### src/rtl/or1k_trace_pkg.sv
// -----------------------------------------------------------------------------
// or1k_trace_pkg
// Shared types and constants for the OR1K MPSoC trace/termination monitor.
//   NOP_EXIT / NOP_REPORT / NOP_PUTC : simulation-control l.nop encodings
//   evt_kind_t                      : 2-bit event kind (EXIT, REPORT, PUTC)
//   trace_evt_t                     : event record {core, kind, data}. Its
//                                     fields are sized for the widest
//                                     supported build (256 cores, 64-bit
//                                     data). Narrower builds zero-extend.
//   core_w()                        : width of a core index, minimum 1
// -----------------------------------------------------------------------------
package or1k_trace_pkg;

  localparam logic [31:0] NOP_EXIT   = 32'h1500_0001;
  localparam logic [31:0] NOP_REPORT = 32'h1500_0002;
  localparam logic [31:0] NOP_PUTC   = 32'h1500_0004;

  typedef enum logic [1:0] {
    EVT_EXIT   = 2'd0,
    EVT_REPORT = 2'd1,
    EVT_PUTC   = 2'd2
  } evt_kind_t;

  localparam int EVT_CORE_W = 8;
  localparam int EVT_DATA_W = 64;

  typedef struct packed {
    logic [EVT_CORE_W-1:0] core;
    evt_kind_t             kind;
    logic [EVT_DATA_W-1:0] data;
  } trace_evt_t;

  function automatic int core_w(input int n);
    return (n > 1) ? $clog2(n) : 1;
  endfunction

endpackage

### src/rtl/or1k_trace_event_fifo.sv
// -----------------------------------------------------------------------------
// or1k_trace_event_fifo
// Per-core synchronous event FIFO. DEPTH must be a power of 2 and at least 2.
// A push to a full FIFO is accepted when a pop happens in the same cycle.
// A pop on an empty FIFO is ignored.
// Ports:
//   clk, rst_n        clock, async active-low reset (empties the FIFO)
//   push, push_data   write request and word
//   pop               consume the head word
//   head              current head word (valid when !empty)
//   full, empty       status flags
// -----------------------------------------------------------------------------
module or1k_trace_event_fifo
  import or1k_trace_pkg::*;
#(
  parameter int WIDTH = 34,
  parameter int DEPTH = 4
) (
  input  logic             clk,
  input  logic             rst_n,
  input  logic             push,
  input  logic [WIDTH-1:0] push_data,
  input  logic             pop,
  output logic [WIDTH-1:0] head,
  output logic             full,
  output logic             empty
);

  localparam int AW = $clog2(DEPTH);

  logic [WIDTH-1:0] mem [DEPTH];
  logic [AW-1:0]    wr_ptr, rd_ptr;
  logic [AW:0]      count;
  logic             do_push, do_pop;

  assign full    = (count == (AW+1)'(DEPTH));
  assign empty   = (count == '0);
  assign do_pop  = pop & ~empty;
  assign do_push = push & (~full | do_pop);
  assign head    = mem[rd_ptr];

  always_ff @(posedge clk or negedge rst_n) begin
    if (!rst_n) begin
      wr_ptr <= '0;
      rd_ptr <= '0;
      count  <= '0;
    end else begin
      if (do_push) wr_ptr <= wr_ptr + 1'b1;
      if (do_pop)  rd_ptr <= rd_ptr + 1'b1;
      case ({do_push, do_pop})
        2'b10:   count <= count + 1'b1;
        2'b01:   count <= count - 1'b1;
        default: ;
      endcase
    end
  end

  // Storage needs no reset: the pointers alone define what is valid.
  always_ff @(posedge clk) begin
    if (do_push) mem[wr_ptr] <= push_data;
  end

endmodule

### src/rtl/or1k_mpsoc_term_monitor.sv
// -----------------------------------------------------------------------------
// or1k_mpsoc_term_monitor
// Multi-core trace and termination monitor. It decodes the l.nop EXIT,
// REPORT and PUTC codes from each core's retire port and queues them per
// core. A round-robin arbiter merges the queues into one registered event
// stream. The block also tracks per-core and global termination and counts
// cycles until every core has exited.
// Ports:
//   clk, rst_n                     clock, async active-low reset
//   trace_valid/insn/r3            per-core retire port (core i at slice i)
//   evt_valid/ready/core/kind/data event stream, valid/ready handshake
//   term, all_term                 per-core and global termination
//   overflow                       sticky per-core event-dropped flag
//   cycle_cnt                      saturating cycles since reset, frozen at all_term
//   timeout                        sticky watchdog flag
// Optional feature macro: OR1K_TERM_WATCHDOG_EN. It builds an idle counter
// that sets `timeout` when there are no retirements for TIMEOUT_CYCLES
// cycles. When the macro is undefined, `timeout` is tied to 0.
// -----------------------------------------------------------------------------
module or1k_mpsoc_term_monitor
  import or1k_trace_pkg::*;
#(
  parameter int NUM_CORES      = 4,
  parameter int DATA_WIDTH     = 32,
  parameter int FIFO_DEPTH     = 4,
  parameter int CNT_WIDTH      = 32,
  parameter int TIMEOUT_CYCLES = 1_000_000,
  localparam int CORE_W        = core_w(NUM_CORES)
) (
  input  logic                             clk,
  input  logic                             rst_n,
  input  logic [NUM_CORES-1:0]             trace_valid,
  input  logic [NUM_CORES*32-1:0]          trace_insn,
  input  logic [NUM_CORES*DATA_WIDTH-1:0]  trace_r3,
  output logic                             evt_valid,
  input  logic                             evt_ready,
  output logic [CORE_W-1:0]                evt_core,
  output logic [1:0]                       evt_kind,
  output logic [DATA_WIDTH-1:0]            evt_data,
  output logic [NUM_CORES-1:0]             term,
  output logic                             all_term,
  output logic [NUM_CORES-1:0]             overflow,
  output logic [CNT_WIDTH-1:0]             cycle_cnt,
  output logic                             timeout
);

  // FIFO word: {kind, data}. The core is implied by which FIFO holds it.
  localparam int FW = 2 + DATA_WIDTH;

  logic [NUM_CORES-1:0]          qual, dec_push, exit_hit, ovf_set;
  logic [NUM_CORES-1:0][FW-1:0]  dec_word, fifo_head;
  logic [NUM_CORES-1:0]          fifo_full, fifo_empty, fifo_pop;

  logic                          load, win_found;
  logic [CORE_W-1:0]             win_idx, rr_ptr, cand;
  logic [CORE_W:0]               sum;
  logic [FW-1:0]                 win_word;
  logic                          evt_valid_q;
  trace_evt_t                    evt_q;
  logic                          unused_evt;

  // ---------------- per-core decode + queue ----------------
  for (genvar g = 0; g < NUM_CORES; g++) begin : g_core
    logic [31:0]           insn;
    logic [DATA_WIDTH-1:0] r3;
    logic                  is_exit, is_rep, is_putc;

    assign insn    = trace_insn[32*g +: 32];
    assign r3      = trace_r3[DATA_WIDTH*g +: DATA_WIDTH];
    assign is_exit = (insn == NOP_EXIT);
    assign is_rep  = (insn == NOP_REPORT);
    assign is_putc = (insn == NOP_PUTC);

    assign qual[g]     = trace_valid[g] & ~term[g];
    assign dec_push[g] = qual[g] & (is_exit | is_rep | is_putc);
    assign exit_hit[g] = qual[g] & is_exit;
    assign dec_word[g] = is_putc ? {EVT_PUTC, DATA_WIDTH'(r3[7:0])}
                                 : {(is_exit ? EVT_EXIT : EVT_REPORT), r3};
    // Dropped only if full and not being drained this same cycle.
    assign ovf_set[g]  = dec_push[g] & fifo_full[g] & ~fifo_pop[g];

    or1k_trace_event_fifo #(.WIDTH(FW), .DEPTH(FIFO_DEPTH)) u_fifo (
      .clk       (clk),
      .rst_n     (rst_n),
      .push      (dec_push[g]),
      .push_data (dec_word[g]),
      .pop       (fifo_pop[g]),
      .head      (fifo_head[g]),
      .full      (fifo_full[g]),
      .empty     (fifo_empty[g])
    );
  end

  // ---------------- round-robin arbiter ----------------
  // Scan from rr_ptr upward with wrap. sum < 2*NUM_CORES, so one subtract
  // is enough to bring it back into range.
  always_comb begin
    win_found = 1'b0;
    win_idx   = '0;
    sum       = '0;
    cand      = '0;
    for (int off = 0; off < NUM_CORES; off++) begin
      sum = {1'b0, rr_ptr} + (CORE_W+1)'(off);
      if (sum >= (CORE_W+1)'(NUM_CORES)) sum = sum - (CORE_W+1)'(NUM_CORES);
      cand = sum[CORE_W-1:0];
      if (!win_found && !fifo_empty[cand]) begin
        win_found = 1'b1;
        win_idx   = cand;
      end
    end
  end

  assign load     = ~evt_valid_q | evt_ready;
  assign win_word = fifo_head[win_idx];

  always_comb begin
    fifo_pop = '0;
    if (load && win_found) fifo_pop[win_idx] = 1'b1;
  end

  // ---------------- output register ----------------
  always_ff @(posedge clk or negedge rst_n) begin
    if (!rst_n) begin
      evt_valid_q <= 1'b0;
      evt_q       <= '0;
      rr_ptr      <= '0;
    end else if (load) begin
      evt_valid_q <= win_found;
      if (win_found) begin
        evt_q.core <= EVT_CORE_W'(win_idx);
        evt_q.kind <= evt_kind_t'(win_word[FW-1 -: 2]);
        evt_q.data <= EVT_DATA_W'(win_word[DATA_WIDTH-1:0]);
        rr_ptr     <= (win_idx == CORE_W'(NUM_CORES-1)) ? '0 : win_idx + 1'b1;
      end
    end
  end

  assign evt_valid  = evt_valid_q;
  assign evt_core   = evt_q.core[CORE_W-1:0];
  assign evt_kind   = evt_q.kind;
  assign evt_data   = evt_q.data[DATA_WIDTH-1:0];
  // The record is sized for the widest build. The extra high bits stay zero.
  assign unused_evt = ^evt_q;

  // ---------------- termination + cycle count ----------------
  always_ff @(posedge clk or negedge rst_n) begin
    if (!rst_n) begin
      term      <= '0;
      all_term  <= 1'b0;
      overflow  <= '0;
      cycle_cnt <= '0;
    end else begin
      term     <= term | exit_hit;
      all_term <= &(term | exit_hit);
      overflow <= overflow | ovf_set;
      if (!all_term && cycle_cnt != '1) cycle_cnt <= cycle_cnt + 1'b1;
    end
  end

  // ---------------- optional watchdog ----------------
`ifdef OR1K_TERM_WATCHDOG_EN
  localparam int TW = $clog2(TIMEOUT_CYCLES + 1);

  logic [TW-1:0] idle_cnt, idle_nxt;
  logic          timeout_q;

  always_comb begin
    idle_nxt = idle_cnt;
    if (|qual)
      idle_nxt = '0;
    else if (!all_term && idle_cnt != TW'(TIMEOUT_CYCLES))
      idle_nxt = idle_cnt + 1'b1;
  end

  always_ff @(posedge clk or negedge rst_n) begin
    if (!rst_n) begin
      idle_cnt  <= '0;
      timeout_q <= 1'b0;
    end else begin
      idle_cnt <= idle_nxt;
      if (idle_nxt == TW'(TIMEOUT_CYCLES)) timeout_q <= 1'b1;
    end
  end

  assign timeout = timeout_q;
`else
  localparam bit unused_wd_cfg = (TIMEOUT_CYCLES > 0);
  assign timeout = 1'b0;
`endif

endmodule
### config.mk
export PLATFORM = sky130hd
export DESIGN_NAME = or1k_mpsoc_term_monitor
export DESIGN_NICKNAME = d
export VERILOG_FILES = /design/src/rtl/or1k_trace_pkg.sv /design/src/rtl/or1k_trace_event_fifo.sv /design/src/rtl/or1k_mpsoc_term_monitor.sv
export SDC_FILE = /design/constraint.sdc
export NUM_CORES = 1
export LEC_CHECK = 0
export CORE_MARGIN = 1.5
export CORE_UTILIZATION = 50
export DETAILED_ROUTE_END_ITERATION = 7
export PLACE_DENSITY = 0.72
export SLEW_MARGIN = 20
export SYNTH_ARGS = -nofsm -noshare
export SYNTH_HDL_FRONTEND = slang
export SYNTH_SLANG_ARGS = --single-unit
### constraint.sdc
create_clock -name clk -period 3.2 [get_ports clk]
set_clock_uncertainty 0.1 [all_clocks]
set_input_delay 0.48 -clock clk [delete_from_list [all_inputs] [get_ports clk]]
set_output_delay 0.48 -clock clk [all_outputs]
set_load 0.05 [all_outputs]
==> key figures, run 1 <==
Final layout
  • Most frequent cells in the layout: edfxtp_1 (544), clkdlybuf4s50_1 (339), mux4_2 (136)
  • Fill count: 3,672
  • Finished Layout Cells: 2,619
  • P&R area growth vs syn: 26.3%
  • Fin nets: 2,168
  • Final Util: 0.641
  • Share of cells above drive strength 1: 0.177
  • Post-route cell area: 33,800 µm²
  • Most common cell after layout, fill and taps aside: edfxtp_1
  • N_diodes: 0

Synthesis
  • Yosys reg bits: 652
  • Syn_nets: 1,752
  • Share of the yosys chip area belonging to registers: 0.712
  • Avg Inst Size Synth: 18.3 µm²
  • Most used DFF post-synth: edfxtp_1
  • Yosys warnings: 0
  • Number of flops mapped to enable cells by yosys: 544
  • Cells after Synth: 1,463
  • Distinct cell type count after synthesis: 56
  • Asr flop ratio synth: 0.166
  • Synthesized cell area: 26,700 µm²

Floorplan
  • Rows: 84
  • # IOs: 342
  • Die Wd: 234 µm
  • Initial Util: 0.508
  • Die Area: 54,800 µm²
  • Die Y: 234 µm
  • Core box area: 52,700 µm²

Global routing
  • Initial antenna violation count: 0
  • Total gr overflow: 0
  • Tot GR Track Use: 0.225
  • Vias in the first global route: 15.2k
  • First-pass GRT wire length: 89,900 µm
  • Largest net degree at the start of global routing: 62

Clock network
  • Clk slew on worst S/H paths: 0.06 ns
  • TritonCTS clock tree: built
  • CTS max path bufs: 3
  • Worst skew pair latency: 0.59 ns
  • CTS H-Tree Depth: 3
  • CTS buffer count: 66
  • Clock Sinks: 652
  • Root Driver: clkbuf_16

Timing
  • Final setup fails: 0
  • Final period utilization: 0.957
  • Pins Over Slew Limit: 0
  • Slew at the pin closest to its max-slew limit: 0.870 ns
  • F_max: 327 MHz
  • Final hold violation count: 0
  • Relative slew slack: 0.420
  • Period minus WS final: 3.06 ns

Pwr
  • P per Cell Area: 750 nW/µm²
  • Leakage: 12.0 nW
  • VDD IR max: 800 µV

Outcome
  • Outcome: completed

Route
  • DR vias/cell: 5.60
  • Drt first pass iters: 4
  • DR WL/cell: 23.1 µm
  • First-iteration detailed-routing DRC count: 926
  • Final wirelength: 60,400 µm
  • Vias: 14.7k
  • Post-route antenna net violation count: 0
  • DRC Markers: 0

Worst setup path
  • Crit path required time: 3.62 ns
  • Max FO, Critical Path: 4
  • Crit. End Element: flip-flop
  • Startpoint class of the critical path: flip-flop
  • Arr. time, crit path: 3.48 ns
  • R2R Setup Slk: 0.14 ns
  • Critical path type: flip-flop to flip-flop

Placement
  • Placed cells: 2,493
  • Detail Placement HPWL: 41,500 µm
  • Placed cell areas: 31,600 µm²
  • RePlAce Congestion: 0.905
  • Number of port buffers: 340

Min path
  • Min-delay worst type: flip-flop to flip-flop

Job
  • Max_cap viols: 0
power by group:
part	internal [mW]	switching (mW)	total [mW]
clock	4.27	3.02	7.29
combinational	3.74	4.13	7.87
sequential	9.58	0.568	10.1
total	17.6	7.72	25.3
state kept, by name (all words and copies together), names as in the netlist, 4 cells and up:
name                  cells
g_core.u_fifo.rd_ptr      8
g_core.u_fifo.count      12
g_core.u_fifo.mem       544
evt_data                 32
cycle_cnt                32
overflow                  4
g_core.u_fifo.wr_ptr      8
term                      4
worst max-delay path, stage by stage, from the launching register on:
cell      delay [ns]
dfrtp_1         0.42
buf_4           0.17
nor4_2          0.32
a211oi_1        0.11
nor3_2          0.27
buf_4           0.17
ha_2            0.17
nand2_2         0.07
nor2_1          0.16
ha_2            0.21
inv_1           0.05
fa_1            0.37
xor2_1          0.15
nor2_1          0.14
xor2_1          0.14
per-layer routing:
| metal | up-vias | GRT usage | share of wire |
|---|---|---|---|
| li1 | 6612 | - | - |
| met1 | 7506 | 0.297 | 0.40 |
| met2 | 482 | 0.384 | 0.51 |
| met3 | 68 | 0.0430 | 0.065 |
| met4 | 0 | 0.0597 | 0.017 |
| met5 | - | 0 | 0 |
metrics by stage:
stage                     setup WS, ns  power [mW]  hold slack, ns  TNS [ns]
after floorplan                 0.0618        15.3          0.0844         0
after global placement           0.194        18.0           0.358         0
after detailed placement        0.0972        18.1           0.357         0
after CTS                        0.108        25.5           0.375         0
after global routing           -0.0588        26.4           0.392    -0.105
final                            0.138        25.3           0.371         0
kinds of logic after synthesis:
group / after synthesis / synth area share
XOR/XNOR: 61 / 0.0200
other: 1 / 0.000140
flip-flops: 652 / 0.712
adder cells (fa/ha/maj): 26 / 0.0133
buffers and inverters: 101 / 0.0168
AND/OR/NAND/NOR: 303 / 0.0657
AO/OA/AOI/OAI: 108 / 0.0290
multiplexers: 211 / 0.143
final cells by class:
type                    instances  area (µm²)  share of cell area
multi-input cells             710        7360               0.218
inverters                      35         131             0.00389
flip-flops and latches        652       19000               0.564
clock buffers                 101        1910              0.0565
repair buffers                414        4320               0.128
well taps                     688         861              0.0255
clock inverters                19         138             0.00408
what timing repair did:
action | CTS | global route
endpoints found under the setup margin | 0 | 54
hold buffers | 1 | 0
buffers inserted | 0 | 5
gates resized for setup | 0 | 13
endpoints found under the hold margin | 45 | 0
synth_stat cells (all sizes together) (22+ instances only):
library cell,n,area [µm²]
a21o,31,233
buf,36,204
clkbuf,30,113
dfrtp,108,2700
edfxtp,544,16300
ha,22,275
inv,35,131
mux2i,74,741
mux4,136,3060
nand2,36,135
nor2,38,143
nor2b,92,576
nor4,22,138
o22ai,33,206
xnor2,38,333
xor2,23,201
worst paths after layout:
check                                          start                         to  depth (start not counted)
min                                      overflow[2]                overflow[2]                          1
max                        g_core[0].u_fifo.count[1]  g_core[1].u_fifo.count[2]                         14
min reg2reg                              overflow[2]                overflow[2]                          1
max reg2reg                g_core[0].u_fifo.count[1]  g_core[1].u_fifo.count[2]                         14
max in group asynchronous                      rst_n  g_core[0].u_fifo.count[0]                          3
min in group asynchronous                      rst_n               cycle_cnt[5]                          2
(Power assumes the default switching activity.)
==> run 2: changes to the inputs <==
CORE_UTILIZATION = 40   (was 50)
PLACE_DENSITY = 0.59   (was 0.72)
==> key figures, run 2 (synthesis results as in run 1) <==
Global routing
  • Vias in the first global route: 15.5k (+2.0%)
  • Initial antenna violation count: 0 (unchanged)
  • Total gr overflow: 0 (unchanged)
  • Largest net degree at the start of global routing: 60 (-3.2%)
  • First-pass GRT wire length: 95,400 µm (+6.1%)
  • Tot GR Track Use: 0.190 (-0.0349)

Pwr
  • P per Cell Area: 764 nW/µm² (+1.9%)
  • Leakage: 12.2 nW (+1.6%)
  • VDD IR max: 666 µV (-17%)

Timing
  • Slew at the pin closest to its max-slew limit: 0.847 ns (-0.0228 ns)
  • Final setup fails: 0 (unchanged)
  • F_max: 324 MHz (-0.64%)
  • Pins Over Slew Limit: 0 (unchanged)
  • Final period utilization: 0.963 (+0.00613)
  • Relative slew slack: 0.436 (+0.0152)
  • Final WS setup: 0.118 ns (-0.0196 ns)
  • Setup TNS: 0 ns (unchanged)
  • Final hold violation count: 0 (unchanged)
  • Period minus WS final: 3.08 ns (+0.0196 ns)

Route
  • DR vias/cell: 5.26 (-6.0%)
  • First-iteration detailed-routing DRC count: 1,047 (+13%)
  • DRC Markers: 36 (+36)
  • Post-route antenna net violation count: 0 (unchanged)
  • Drt first pass iters: 7 (+3)
  • Vias: 14.8k (+0.80%)
  • DR WL/cell: 22.9 µm (-0.89%)
  • Final wirelength: 64,200 µm (+6.3%)

Clock network
  • CTS max path bufs: 3 (unchanged)
  • Clk slew on worst S/H paths: 0.06 ns (about the same)
  • Root Driver: clkbuf_16
  • CTS buffer count: 70 (+6.1%)
  • Worst skew pair latency: 0.59 ns (about the same)
  • CTS H-Tree Depth: 3 (unchanged)
  • TritonCTS clock tree: built
  • Clock Sinks: 652 (unchanged)

Floorplan
  • Die Y: 261 µm (+12%)
  • Core box area: 66,000 µm² (+25%)
  • Initial Util: 0.405 (-0.103)
  • Die Area: 68,400 µm² (+25%)
  • Die Wd: 261 µm (+12%)
  • Rows: 94 (+12%)
  • # IOs: 342 (unchanged)

Worst setup path
  • Startpoint class of the critical path: flip-flop
  • Crit path required time: 3.61 ns (about the same)
  • CP max-delay cell: or3_4
  • Critical path type: flip-flop to flip-flop
  • Crit path buf inv count: 2 (-1)
  • R2R depth: 14 (unchanged)
  • Crit-path leading delay family: simple AND/OR/NAND/NOR gates
  • Crit path largest cell delay: 0.45 ns (+0.03 ns)
  • Levels on crit path: 14 (unchanged)
  • Crit. End Element: flip-flop
  • Arr. time, crit path: 3.50 ns (+0.02 ns)
  • CP cell instances: or3_4 -> nor3b_4 -> o22ai_4 -> ha_2 -> nand2_2 -> nand3_2 -> and2_1 -> inv_1 -> ha_2 -> inv_1 -> fa_2 -> xor2_1 -> nor2_1 -> xor2_1
  • Max FO, Critical Path: 5 (+1)

Final layout
  • P&R area growth vs syn: 28.8%
  • Max FFs per register: 544 (unchanged)
  • Most common cell after layout, fill and taps aside: edfxtp_1
  • Fin nets: 2,181 (+0.60%)
  • Final Util: 0.522 (-0.120)
  • Top reg by flops: g_core.u_fifo.mem
  • Fill count: 5,190 (+41%)
  • Most frequent cells in the layout: edfxtp_1 (544), clkdlybuf4s50_1 (339), mux4_2 (136)
  • Share of cells above drive strength 1: 0.190 (+0.0132)

Placement
  • RePlAce Congestion: 0.855 (-5.4%)
  • Place WS: 0.0856 ns (-0.0116 ns)
  • Detail Placement HPWL: 44,600 µm (+7.5%)
  • Number of port buffers: 340 (unchanged)

Outcome
  • Outcome: finished, violations left
  • Failing checks: design-rule violations

Min path
  • Min-delay worst type: input pin to async pin

Job
  • Max_cap viols: 0 (unchanged)
run 2: cell types whose count changed in the layout (fill, tap and decap cells not counted), sizes merged:
| cell | delta |
|---|---|
| bufinv | +6 |
| buf | +9 |
| diode | +2 |
| clkbuf | -6 |
| clkinv | +1 |
| clkinvlp | +4 |
| inv | -1 |
run 2: metal layers:
metal	share of wire	up-vias	GRT usage
li1	-	6649	-
met5	0	-	0
met3	0.058	72	0.0358
met1	0.42	7625	0.248
met4	0.020	0	0.0541
met2	0.50	440	0.325
run 2: through the flow:
step / total power, mW / hold slack (ns) / area [µm²] / instances
finish: 26.3 / 0.282 / 34400 / 2810
global route: 27.4 / 0.331 / 34400 / 2808
CTS: 26.4 / 0.261 / 34300 / 2801
detailed placement: 18.2 / 0.365 / 32000 / 2676
global placement: 18.2 / 0.358 / 32000 / 2676
floorplan: 15.3 / 0.0844 / 26700 / 1463
run 2: final timing paths:
| kind | from | to | slack, ns |
|---|---|---|---|
| max | g_core[1].u_fifo.count[0] | g_core[1].u_fifo.count[2] | 0.12 |
| min reg2reg | evt_data[20] | evt_data[20] | 0.38 |
| min | rst_n | cycle_cnt[0] | 0.28 |
| max in group asynchronous | rst_n | g_core[3].u_fifo.rd_ptr[0] | 1.93 |
| min in group clk | evt_data[20] | evt_data[20] | 0.38 |
| max reg2reg | g_core[1].u_fifo.count[0] | g_core[1].u_fifo.count[2] | 0.12 |
run 2: cell type report:
class | count | area, µm² | area share
Sequential cell | 652 | 19000 | 0.553
Multi-Input combinational cell | 710 | 7370 | 0.214
Timing Repair Buffer | 423 | 4470 | 0.130
Clock buffer | 95 | 1960 | 0.0569
Tap cell | 864 | 1080 | 0.0314
Clock inverter | 29 | 353 | 0.0103
Inverter | 35 | 131 | 0.00382
Antenna cell | 2 | 5.00 | 0.000145
run 2: timing repair:
| action | 4_1_cts | 5_1_grt |
|---|---|---|
| hold buffers | 1 | 0 |
| endpoints found under the setup margin | 0 | 133 |
| hold endpoints to repair | 32 | 0 |
| gates resized for setup | 0 | 20 |
| setup buffers | 0 | 7 |
run 2: where the power goes:
group	switching [mW]	internal, mW
clock	3.21	4.93
sequential	0.611	9.58
combinational	4.22	3.73
run 2: worst register-to-register path: cells and delay by family, from the launching register on:
kind,cells,cell delay [ns]
AO/OA/AOI/OAI,1,0.12
flip-flops,1,0.42
AND/OR/NAND/NOR,6,1.19
buffers and inverters,2,0.12
adder cells (fa/ha/maj),3,0.74
XOR/XNOR,2,0.32
